$ cat config.mk
export PLATFORM = sky130hd
export DESIGN_NAME = cci_mpf_svc_vtp_client_mux
export DESIGN_NICKNAME = d
export VERILOG_FILES = /design/src/rtl/cci_mpf_svc_vtp_client_mux_pkg.sv /design/src/rtl/cci_mpf_prim_fifo2.sv /design/src/rtl/cci_mpf_svc_vtp_client_mux.sv
export SDC_FILE = /design/constraint.sdc
export NUM_CORES = 1
export LEC_CHECK = 0
export ABC_AREA = 1
export CORE_MARGIN = 3
export CORE_UTILIZATION = 35
export CTS_CLUSTER_SIZE = 16
export DETAILED_ROUTE_END_ITERATION = 6
export HOLD_SLACK_MARGIN = 0.02
export REMOVE_ABC_BUFFERS = 1
export SLEW_MARGIN = 20
export SYNTH_ARGS = -nofsm -noshare
export SYNTH_HDL_FRONTEND = slang
export SYNTH_SLANG_ARGS = --single-unit
export TNS_END_PERCENT = 100
$ cat constraint.sdc
create_clock -name clk -period 20.5 [get_ports clk]
set_input_delay 4.1 -clock clk [delete_from_list [all_inputs] [get_ports clk]]
set_output_delay 4.1 -clock clk [all_outputs]
set_load 0.02 [all_outputs]
$ cat src/rtl/cci_mpf_svc_vtp_client_mux_pkg.sv
// Shared VTP lookup types plus the per-service-tag context record used by the
// N-client front end of the translation service.
package cci_mpf_svc_vtp_client_mux_pkg;

  localparam int CCI_MPF_SHIM_VTP_MAX_SVC_REQS = 16;

  localparam int VTP_VA_W     = 36;
  localparam int VTP_PA_W     = 26;
  localparam int VTP_TAG_W    = 4;
  localparam int CLIENT_IDX_W = 3;

  typedef logic [VTP_VA_W-1:0]  t_tlb_4k_va;
  typedef logic [VTP_PA_W-1:0]  t_tlb_4k_pa;
  typedef logic [VTP_TAG_W-1:0] t_cci_mpf_shim_vtp_tag;

  typedef struct packed {
    t_tlb_4k_va            pageVA;
    t_cci_mpf_shim_vtp_tag tag;
  } t_cci_mpf_shim_vtp_lookup_req;

  typedef struct packed {
    t_tlb_4k_pa            pagePA;
    t_cci_mpf_shim_vtp_tag tag;
    logic                  isBigPage;
  } t_cci_mpf_shim_vtp_lookup_rsp;

  // Who owns a service tag while it is in flight.
  typedef struct packed {
    logic [CLIENT_IDX_W-1:0] client;
    t_cci_mpf_shim_vtp_tag   clientTag;
  } t_cci_mpf_svc_vtp_ctx;

  // Client index k slots after base, wrapping at n.
  function automatic int rrIdx(input int base, input int k, input int n);
    return (base + k) % n;
  endfunction

endpackage

$ cat src/rtl/cci_mpf_prim_fifo2.sv
// Two-entry FIFO with a registered not-full flag that already accounts for
// the enqueue/dequeue of the current cycle, so a producer gated by it can
// never overflow.
module cci_mpf_prim_fifo2 #(
  parameter int WIDTH = 8
) (
  input  logic             clk,
  input  logic             reset,
  input  logic             enqEn,
  input  logic [WIDTH-1:0] enqData,
  input  logic             deqEn,
  output logic [WIDTH-1:0] first,
  output logic             notEmpty,
  output logic             notFull
);

  logic [WIDTH-1:0] data0;
  logic [WIDTH-1:0] data1;
  logic [1:0]       cnt;
  logic [1:0]       cntNext;

  always_comb begin
    cntNext = cnt;
    unique case ({enqEn, deqEn})
      2'b10:   cntNext = cnt + 2'd1;
      2'b01:   cntNext = cnt - 2'd1;
      default: cntNext = cnt;
    endcase
  end

  assign first    = data0;
  assign notEmpty = (cnt != 2'd0);

  always_ff @(posedge clk or posedge reset) begin
    if (reset) begin
      data0   <= '0;
      data1   <= '0;
      cnt     <= 2'd0;
      notFull <= 1'b0;
    end else begin
      cnt     <= cntNext;
      notFull <= (cntNext < 2'd2);
      if (deqEn) data0 <= data1;
      // The enqueue lands in whichever slot is free after this cycle's dequeue.
      if (enqEn) begin
        if ((cnt == 2'd0) || ((cnt == 2'd1) && deqEn)) data0 <= enqData;
        else data1 <= enqData;
      end
    end
  end

endmodule

$ cat src/rtl/cci_mpf_svc_vtp_client_mux.sv
// N-client front end for the shared VTP translation service: per-client
// request FIFOs, round-robin issue with service tags from a free list, and
// response routing back to the originating client with its tag restored.
module cci_mpf_svc_vtp_client_mux
  import cci_mpf_svc_vtp_client_mux_pkg::*;
#(
  parameter int N_CLIENTS  = 2,
  parameter int N_SVC_TAGS = CCI_MPF_SHIM_VTP_MAX_SVC_REQS
) (
  input  logic                          clk,
  input  logic                          reset,

  input  logic [N_CLIENTS-1:0]          cli_lookupEn,
  input  t_cci_mpf_shim_vtp_lookup_req  cli_lookupReq [N_CLIENTS],
  output logic [N_CLIENTS-1:0]          cli_lookupRdy,
  output logic [N_CLIENTS-1:0]          cli_lookupRspValid,
  output t_cci_mpf_shim_vtp_lookup_rsp  cli_lookupRsp [N_CLIENTS],

  output logic                          svc_lookupEn,
  output t_cci_mpf_shim_vtp_lookup_req  svc_lookupReq,
  input  logic                          svc_lookupRdy,
  input  logic                          svc_lookupRspValid,
  input  t_cci_mpf_shim_vtp_lookup_rsp  svc_lookupRsp,

  output logic                          errBadTag,
  output logic [$clog2(N_SVC_TAGS):0]   outstanding
);

  localparam int SVC_IDX_W = $clog2(N_SVC_TAGS);
  localparam int CLI_IDX_W = (N_CLIENTS > 1) ? $clog2(N_CLIENTS) : 1;
  localparam int OUT_W     = SVC_IDX_W + 1;

  // Handshakes: a request transfers on a cycle where En and Rdy are both high
  // (client side: Rdy registered; service side: svc_lookupRdy sampled this
  // cycle). Responses are single-cycle strobes with no back-pressure.

  t_cci_mpf_shim_vtp_lookup_req fifoFirst [N_CLIENTS];
  logic [N_CLIENTS-1:0]         fifoNotEmpty;
  logic [N_CLIENTS-1:0]         fifoDeq;

  for (genvar i = 0; i < N_CLIENTS; i++) begin : gCli
    cci_mpf_prim_fifo2 #(
      .WIDTH($bits(t_cci_mpf_shim_vtp_lookup_req))
    ) fifo (
      .clk      (clk),
      .reset    (reset),
      .enqEn    (cli_lookupEn[i] & cli_lookupRdy[i]),
      .enqData  (cli_lookupReq[i]),
      .deqEn    (fifoDeq[i]),
      .first    (fifoFirst[i]),
      .notEmpty (fifoNotEmpty[i]),
      .notFull  (cli_lookupRdy[i])
    );
  end

  logic [N_SVC_TAGS-1:0]  freeVec;
  t_cci_mpf_svc_vtp_ctx   ctx [N_SVC_TAGS];
  logic [CLI_IDX_W-1:0]   rrPtr;

  // Round-robin grant starting at rrPtr.
  logic                 grantValid;
  logic [CLI_IDX_W-1:0] grantIdx;
  logic [CLI_IDX_W-1:0] cand;

  always_comb begin
    grantValid = 1'b0;
    grantIdx   = '0;
    cand       = '0;
    for (int k = 0; k < N_CLIENTS; k++) begin
      cand = CLI_IDX_W'(rrIdx(int'(rrPtr), k, N_CLIENTS));
      if (!grantValid && fifoNotEmpty[cand]) begin
        grantValid = 1'b1;
        grantIdx   = cand;
      end
    end
  end

  // Lowest-index free service tag.
  logic                 tagAvail;
  logic [SVC_IDX_W-1:0] freeIdx;

  always_comb begin
    freeIdx = '0;
    for (int t = N_SVC_TAGS - 1; t >= 0; t--) begin
      if (freeVec[t]) freeIdx = SVC_IDX_W'(t);
    end
  end

  assign tagAvail = |freeVec;

  logic issue;
  assign issue = grantValid && svc_lookupRdy && tagAvail;

  assign svc_lookupEn         = issue;
  assign svc_lookupReq.pageVA = fifoFirst[grantIdx].pageVA;
  assign svc_lookupReq.tag    = VTP_TAG_W'(freeIdx);

  for (genvar i = 0; i < N_CLIENTS; i++) begin : gDeq
    assign fifoDeq[i] = issue && (grantIdx == CLI_IDX_W'(i));
  end

  // A response is valid only for an in-range tag that is currently in use.
  logic                 rspInRange;
  logic [SVC_IDX_W-1:0] rspTag;
  logic                 rspGood;
  logic                 rspBad;
  t_cci_mpf_svc_vtp_ctx rspCtx;

  assign rspInRange = ({1'b0, svc_lookupRsp.tag} < (VTP_TAG_W + 1)'(N_SVC_TAGS));
  assign rspTag     = svc_lookupRsp.tag[SVC_IDX_W-1:0];
  assign rspGood    = svc_lookupRspValid && rspInRange && !freeVec[rspTag];
  assign rspBad     = svc_lookupRspValid && !rspGood;
  assign rspCtx     = ctx[rspTag];

  logic [N_SVC_TAGS-1:0] issueMask;
  logic [N_SVC_TAGS-1:0] freeMask;

  always_comb begin
    issueMask = '0;
    freeMask  = '0;
    if (issue)   issueMask[freeIdx] = 1'b1;
    if (rspGood) freeMask[rspTag]   = 1'b1;
  end

  always_ff @(posedge clk or posedge reset) begin
    if (reset) begin
      freeVec            <= '1;
      rrPtr              <= '0;
      outstanding        <= '0;
      errBadTag          <= 1'b0;
      cli_lookupRspValid <= '0;
      for (int i = 0; i < N_CLIENTS; i++) cli_lookupRsp[i] <= '0;
      for (int t = 0; t < N_SVC_TAGS; t++) ctx[t] <= '0;
    end else begin
      // Issue takes a free tag and a response frees a busy one, so the two
      // masks never overlap and a just-freed tag is only usable next cycle.
      freeVec <= (freeVec & ~issueMask) | freeMask;

      if (issue) begin
        ctx[freeIdx] <= '{client: CLIENT_IDX_W'(grantIdx),
                          clientTag: fifoFirst[grantIdx].tag};
        rrPtr        <= CLI_IDX_W'(rrIdx(int'(grantIdx), 1, N_CLIENTS));
      end

      unique case ({issue, rspGood})
        2'b10:   outstanding <= outstanding + OUT_W'(1);
        2'b01:   outstanding <= outstanding - OUT_W'(1);
        default: outstanding <= outstanding;
      endcase

      if (rspBad) errBadTag <= 1'b1;

      cli_lookupRspValid <= '0;
      if (rspGood) begin
        for (int i = 0; i < N_CLIENTS; i++) begin
          if (rspCtx.client == CLIENT_IDX_W'(i)) begin
            cli_lookupRspValid[i] <= 1'b1;
            cli_lookupRsp[i]      <= '{pagePA: svc_lookupRsp.pagePA,
                                       tag: rspCtx.clientTag,
                                       isBigPage: svc_lookupRsp.isBigPage};
          end
        end
      end
    end
  end

endmodule

==> flow_summary_export.csv, run 1 <==
group,metric,value,unit
synthesis,ys_types,49,
floorplan,pin_count,230,
sta,layout_setup_ws,10.87,ns
setup_path,path_class,"in -> out",
detailed_routing,dr.pass1.iters,5,
sta,rsz0062_at_grt,"false",
sta,tightest_slew,1.063,ns
cts,clk_pin_slew,0.05,ns
floorplan,die_x,214.1,microns
synthesis,syn_area,0.01516,sq mm
synthesis,synth_area_leader_cell,"dfrtp_1",
setup_path,cp-start-kind,"primary input",
synthesis,synth_top_area_share,52.31,%
finish,fin_util,45.04,%
cts,clk_latency,0.55,ns
floorplan,rows,75,
synthesis,synth_edf_count,0,
cts,max-clock-path-buffers,3,
detailed_routing,wirelength,42750,microns
placed_design,placedCellCount,2519,
detailed_routing,num_vias,12658,
cts,cts_made_buffers,40,
sta,skew,0.01186,ns
detailed_routing,viasPerCell,4.885,
finish,finalNonFillerCells,2591,
flow_run,maxCapViolCount,0,
synthesis,synth-compound-area-share,13.48,%
cts,cts_tree,"built",
worst_hold_path,worstHoldPathType,"reg -> reg",
detailed_routing,avgRoutedWirePerCell,16.50,microns
setup_path,path_cells,"clkdlybuf4s50_1 > nand2_2 > a21oi_4 > clkdlybuf4s50_1",
floorplan,die_h,214.1,microns
finish,final_area,0.01910,sq mm
placed_design,dp_hpwl,26890,microns
sta,final.setup.tns,0,ns
synthesis,async_reset_ff_share,100.0,%
floorplan,dieArea,0.04586,sq mm
power,p_leak,9.256,nW
placed_design,place_congestion,0.8342,
synthesis,synthCells,1803,
finish,nNetsFinal,2114,
sta,holdWs,0.4606,ns
detailed_routing,drtIter0Drc,1010,
power,totalPowerFinal,3.334,mW
setup_path,crit_top_cell,"clkdlybuf4s50_1",
synthesis,yosys-top-cells-count,"nand2_1, dfrtp_1, inv_1",
synthesis,synth.avg_cell_area,8.410,sq um
power,ir_drop,107.8,uV
global_routing,antenna_found_initial,5,
setup_path,cp_max_fo,5,
cts,ctsHoldBuffers,0,
synthesis,muxShareOfSynthArea,0.07426,%
detailed_routing,drc,0,
synthesis,ys_seq_area_share,55.09,%
sta,post-route-period-util,46.98,%
power,p_per_area,174.5,mW/mm^2
sta,period_needed,9.630,ns
cts,clockRootBuffer,"clkbuf_16",
synthesis,synth_most_common_cell,"nand2_1",
sta,slew_viol_final,0,
cts,htree_num_levels,2,
setup_path,crit_slowest_cell,"clkdlybuf4s50_1",
detailed_routing,drtAntennaViolNets,0,
setup_path,crit_required,16.40,ns
setup_path,cp.arrival,5.53,ns
cts,cts_setup_buffers,0,
synthesis,yosys-top-cells-area,"dfrtp_1, nand2_1, o21ai_0",
global_routing,grt_max_degree,122,
global_routing,grt_pass1_vias,12656,
synthesis,synth_xor_area_share,0.1155,%
floorplan,core,0.04242,sq mm
global_routing,grt_use_total,18.64,%
synthesis,yosysWarningCount,0,
synthesis,synth-seq-cells,333,
setup_path,max_stage_delay,0.65,ns
synthesis,ys.flop_type,"dfrtp_1",
finish,drive_gt1_share,6.458,%
setup_path,endpoint_kind,"output pin",
floorplan,initial_core_util,35.75,%
synthesis,yosys.area_share.simple,22.38,%
synthesis,synthAdderAreaFrac,1.122,%
sta,clock.fmax,103.8,MHz
placed_design,place_ws,10.85,ns
cts,cts_resized,0,
global_routing,grt-ovfl-total,0,
placed_design,place_area,0.01777,sq mm
outcome,status,"finished, final reports clean",
sta,max_slew_margin,28.90,%
cts,cts.sinks,333,
finish,syn2layout_area_growth,25.99,%
synthesis,synth_top_family_by_area,"simple AND/OR/NAND/NOR gates",
placed_design,io_buffers,229,
sta,setup_viol,0,
global_routing,grt_pass1_wl,69680,microns
sta,final-hold-violation-count,0,
-- where the power goes --
part | total (mW) | switching [mW] | internal, mW
Sequential | 1.14 | 0.160 | 0.976
Clock | 0.716 | 0.278 | 0.438
Combinational | 1.48 | 0.932 | 0.550
Total | 3.33 | 1.37 | 1.96
-- layout by cell type (no fill, tap or decap), types with 21 or more instances in the layout --
cell type          n
a31oi_1           80
a22oi_1           40
inv_1            159
dfrtp_1          317
clkbuf_16         41
nand3_1           21
o21ai_1           36
nand4_1           46
o21ai_0          146
clkdlybuf4s50_1  229
nand2_1          650
nor2_1            93
-- registers in the layout, summed over array words and instances (netlist names) --
name	count
ctx	80
gCli.fifo.data1	80
gCli.fifo.first	80
cli_lookupRsp	62
freeVec	16
outstanding	5
gCli.fifo.cnt	4
cli_lookupRspValid	2
gCli.fifo.notFull	2
errBadTag	1
rrPtr	1
-- metal layers --
| layer | wire [microns] | GRT usage (%) | vias to the layer above |
|---|---|---|---|
| met4 | 1172 | 6.299 | 8 |
| met3 | 3214 | 5.243 | 89 |
| met1 | 18890 | 24.52 | 6007 |
| met2 | 19430 | 29.77 | 371 |
| li1 | - | - | 6183 |
| met5 | 51 | 0 | - |
-- path summary, 6_finish.rpt --
path                                     start                endpoint  slack [ns]  cells after the start
min                                 freeVec[8]              freeVec[8]        0.46                      2
min in group asynchronous                reset  gCli[0].fifo.data1[34]        4.09                      2
min reg2reg                         freeVec[8]              freeVec[8]        0.46                      2
max reg2reg                gCli[0].fifo.cnt[0]     gCli[1].fifo.cnt[1]       16.29                     15
max                              svc_lookupRdy            svc_lookupEn       10.87                      4
max in group asynchronous                reset  gCli[1].fifo.data1[32]       14.06                      4
-- cell families after synthesis --
group | Yosys count
buf+inv | 276
simple gates | 834
fa+ha+maj | 13
mux | 1
xor+xnor | 2
flops | 333
compound gates | 344
-- worst max-delay path: cells and delay by family --
family          cells  cell delay (ns)
simple gates        1             0.09
buf+inv             2             1.13
compound gates      1             0.21
-- final cells by class --
cell class,instances,area [sq um]
fillers,4206,23310
flip-flops and latches,333,8353
multi-input cells,1194,5644
repair buffers,243,2397
clock buffers,62,1195
well taps,577,721.9
inverters,172,655.6
clock inverters,9,135.1
diodes,1,2.502
(Power assumes the default switching activity.)
==> run 2, diff against run 1 <==
- clock period: 20.5 -> 9.5 ns (I/O delays scaled with it)
==> flow_summary_export.csv, run 2 (synthesis results as in run 1) <==
group,metric,value,unit
outcome,status,"finished, final reports clean",
sta,post-route-period-util,55.12,%
detailed_routing,avgRoutedWirePerCell,16.67,microns
cts,cts.sinks,333,
finish,finalNonFillerCells,2589,
detailed_routing,drc,0,
power,p_int,4.243,mW
global_routing,grt_pass1_vias,12745,
sta,rsz0062_at_grt,"false",
global_routing,grt_pass1_wl,70340,microns
sta,clock.fmax,191.0,MHz
cts,ctsHoldBuffers,0,
floorplan,initial_core_util,35.75,%
placed_design,dp_hpwl,26860,microns
power,swShare,41.38,%
floorplan,dieArea,0.04586,sq mm
cts,htree_num_levels,2,
finish,drive_gt1_share,6.464,%
setup_path,rr_worst_depth,15,
finish,syn2layout_area_growth,25.95,%
finish,multi_input_area,0.005644,sq mm
detailed_routing,wirelength,43150,microns
power,combPwrFrac,44.6,%
flow_run,maxCapViolCount,0,
power,p_seq_share,34.0,%
sta,slew_viol_final,0,
placed_design,placedCellCount,2519,
cts,cts_setup_buffers,0,
cts,cts_made_buffers,39,
placed_design,io_buffers,229,
finish,regArea,0.008353,sq mm
sta,skew,0.02171,ns
placed_design,place_area,0.01778,sq mm
setup_path,path_class,"in -> out",
sta,period_needed,5.236,ns
global_routing,grt-ovfl-total,0,
sta,setup_viol,0,
power,p_per_area,379.0,mW/mm^2
finish,layout_common_cells,"nand2_1, dfrtp_1, clkdlybuf4s50_1",
floorplan,rows,75,
placed_design,place_congestion,0.8686,
power,p_clk_share,21.5,%
finish,final_area,0.01910,sq mm
setup_path,cp-start-kind,"primary input",
floorplan,core,0.04242,sq mm
sta,holdWs,0.4610,ns
global_routing,grt_use_total,18.82,%
worst_hold_path,worstHoldPathType,"reg -> reg",
worst_hold_path,hold_depth,2,
finish,nNetsFinal,2113,
detailed_routing,viasPerCell,4.905,
global_routing,grt_max_degree,131,
cts,cts_tree,"built",
cts,clockRootBuffer,"clkbuf_16",
sta,final-hold-violation-count,0,
cts,clk_pin_slew,0.05,ns
detailed_routing,drtAntennaViolNets,0,
finish,layout_commonest_cell,"nand2_1",
power,switchingPower,2.996,mW
setup_path,crit_required,7.60,ns
sta,max_slew_margin,32.06,%
cts,clk_latency,0.56,ns
finish,fin_util,45.03,%
power,p_leak,9.267,nW
floorplan,die_h,214.1,microns
setup_path,cp.arrival,3.34,ns
detailed_routing,drtIter0Drc,901,
floorplan,die_x,214.1,microns
finish,nFillCells,4163,
sta,tightest_slew,1.015,ns
setup_path,cp_max_fo,5,
floorplan,pin_count,230,
cts,cts_resized,0,
detailed_routing,dr.pass1.iters,5,
global_routing,antenna_found_initial,7,
detailed_routing,num_vias,12698,
power,ir_drop,210.5,uV
setup_path,endpoint_kind,"output pin",
cts,max-clock-path-buffers,3,
## run 2: changes by cell type in the layout (fill, tap and decap cells not counted)
cell,before,now
clkinvlp_4,3,0
inv_6,2,3
buf_12,0,1
clkbuf_16,41,39
buf_4,14,13
clkbuf_8,9,7
bufinv_16,3,5
clkinv_2,1,5
clkbuf_1,12,10
## run 2: final cells by class
type                            instances  share of cell area [%]
Antenna cell                            1                 0.01310
Clock buffer                           56                   5.811
Clock inverter                         13                   1.055
Inverter                              172                   3.433
Multi-Input combinational cell       1194                   29.55
Sequential cell                       333                   43.74
Tap cell                              577                   3.780
Timing Repair Buffer                  243                   12.62
## run 2: metal layers
layer / vias up / global-route usage [%] / part of all wire (%)
met1: 6081 / 24.54 / 44
li1: 6194 / - / -
met5: - / 0 / 0.21
met2: 339 / 30.87 / 47
met3: 72 / 5.059 / 7.1
met4: 12 / 5.611 / 2.0
## run 2: path summary, 6_finish.rpt
path / from / to / slack [ns]
min reg2reg: freeVec[1] / freeVec[1] / 0.46
max in group asynchronous: reset / errBadTag / 5.98
max reg2reg: gCli[0].fifo.cnt[0] / gCli[1].fifo.cnt[1] / 5.65
min in group asynchronous: reset / gCli[0].fifo.data1[33] / 1.87
min: freeVec[1] / freeVec[1] / 0.46
max: svc_lookupRdy / svc_lookupEn / 4.26
## run 2: critical path: stages
cell	delay, ns
clkdlybuf4s50_1	0.47
nand2_2	0.09
a21oi_4	0.23
clkdlybuf4s50_1	0.65
## run 2: stage by stage
stage | worst slack (ns) | TNS, ns | power (mW)
finish | 4.264 | 0 | 7.238
global route | 4.204 | 0 | 7.784
CTS | 4.246 | 0 | 7.327
detailed placement | 4.254 | 0 | 5.724
global placement | 4.266 | 0 | 5.658
floorplan | -1.598 | -506.68 | 4.311
## run 2: power groups by stage
stage               logic (mW)  clock network, mW  registers, mW
floorplan                 1.73                  0           2.59
global placement          3.20                  0           2.46
detailed placement        3.25                  0           2.47
CTS                       3.27               1.60           2.46
global route              3.58               1.65           2.55
finish                    3.23               1.55           2.46
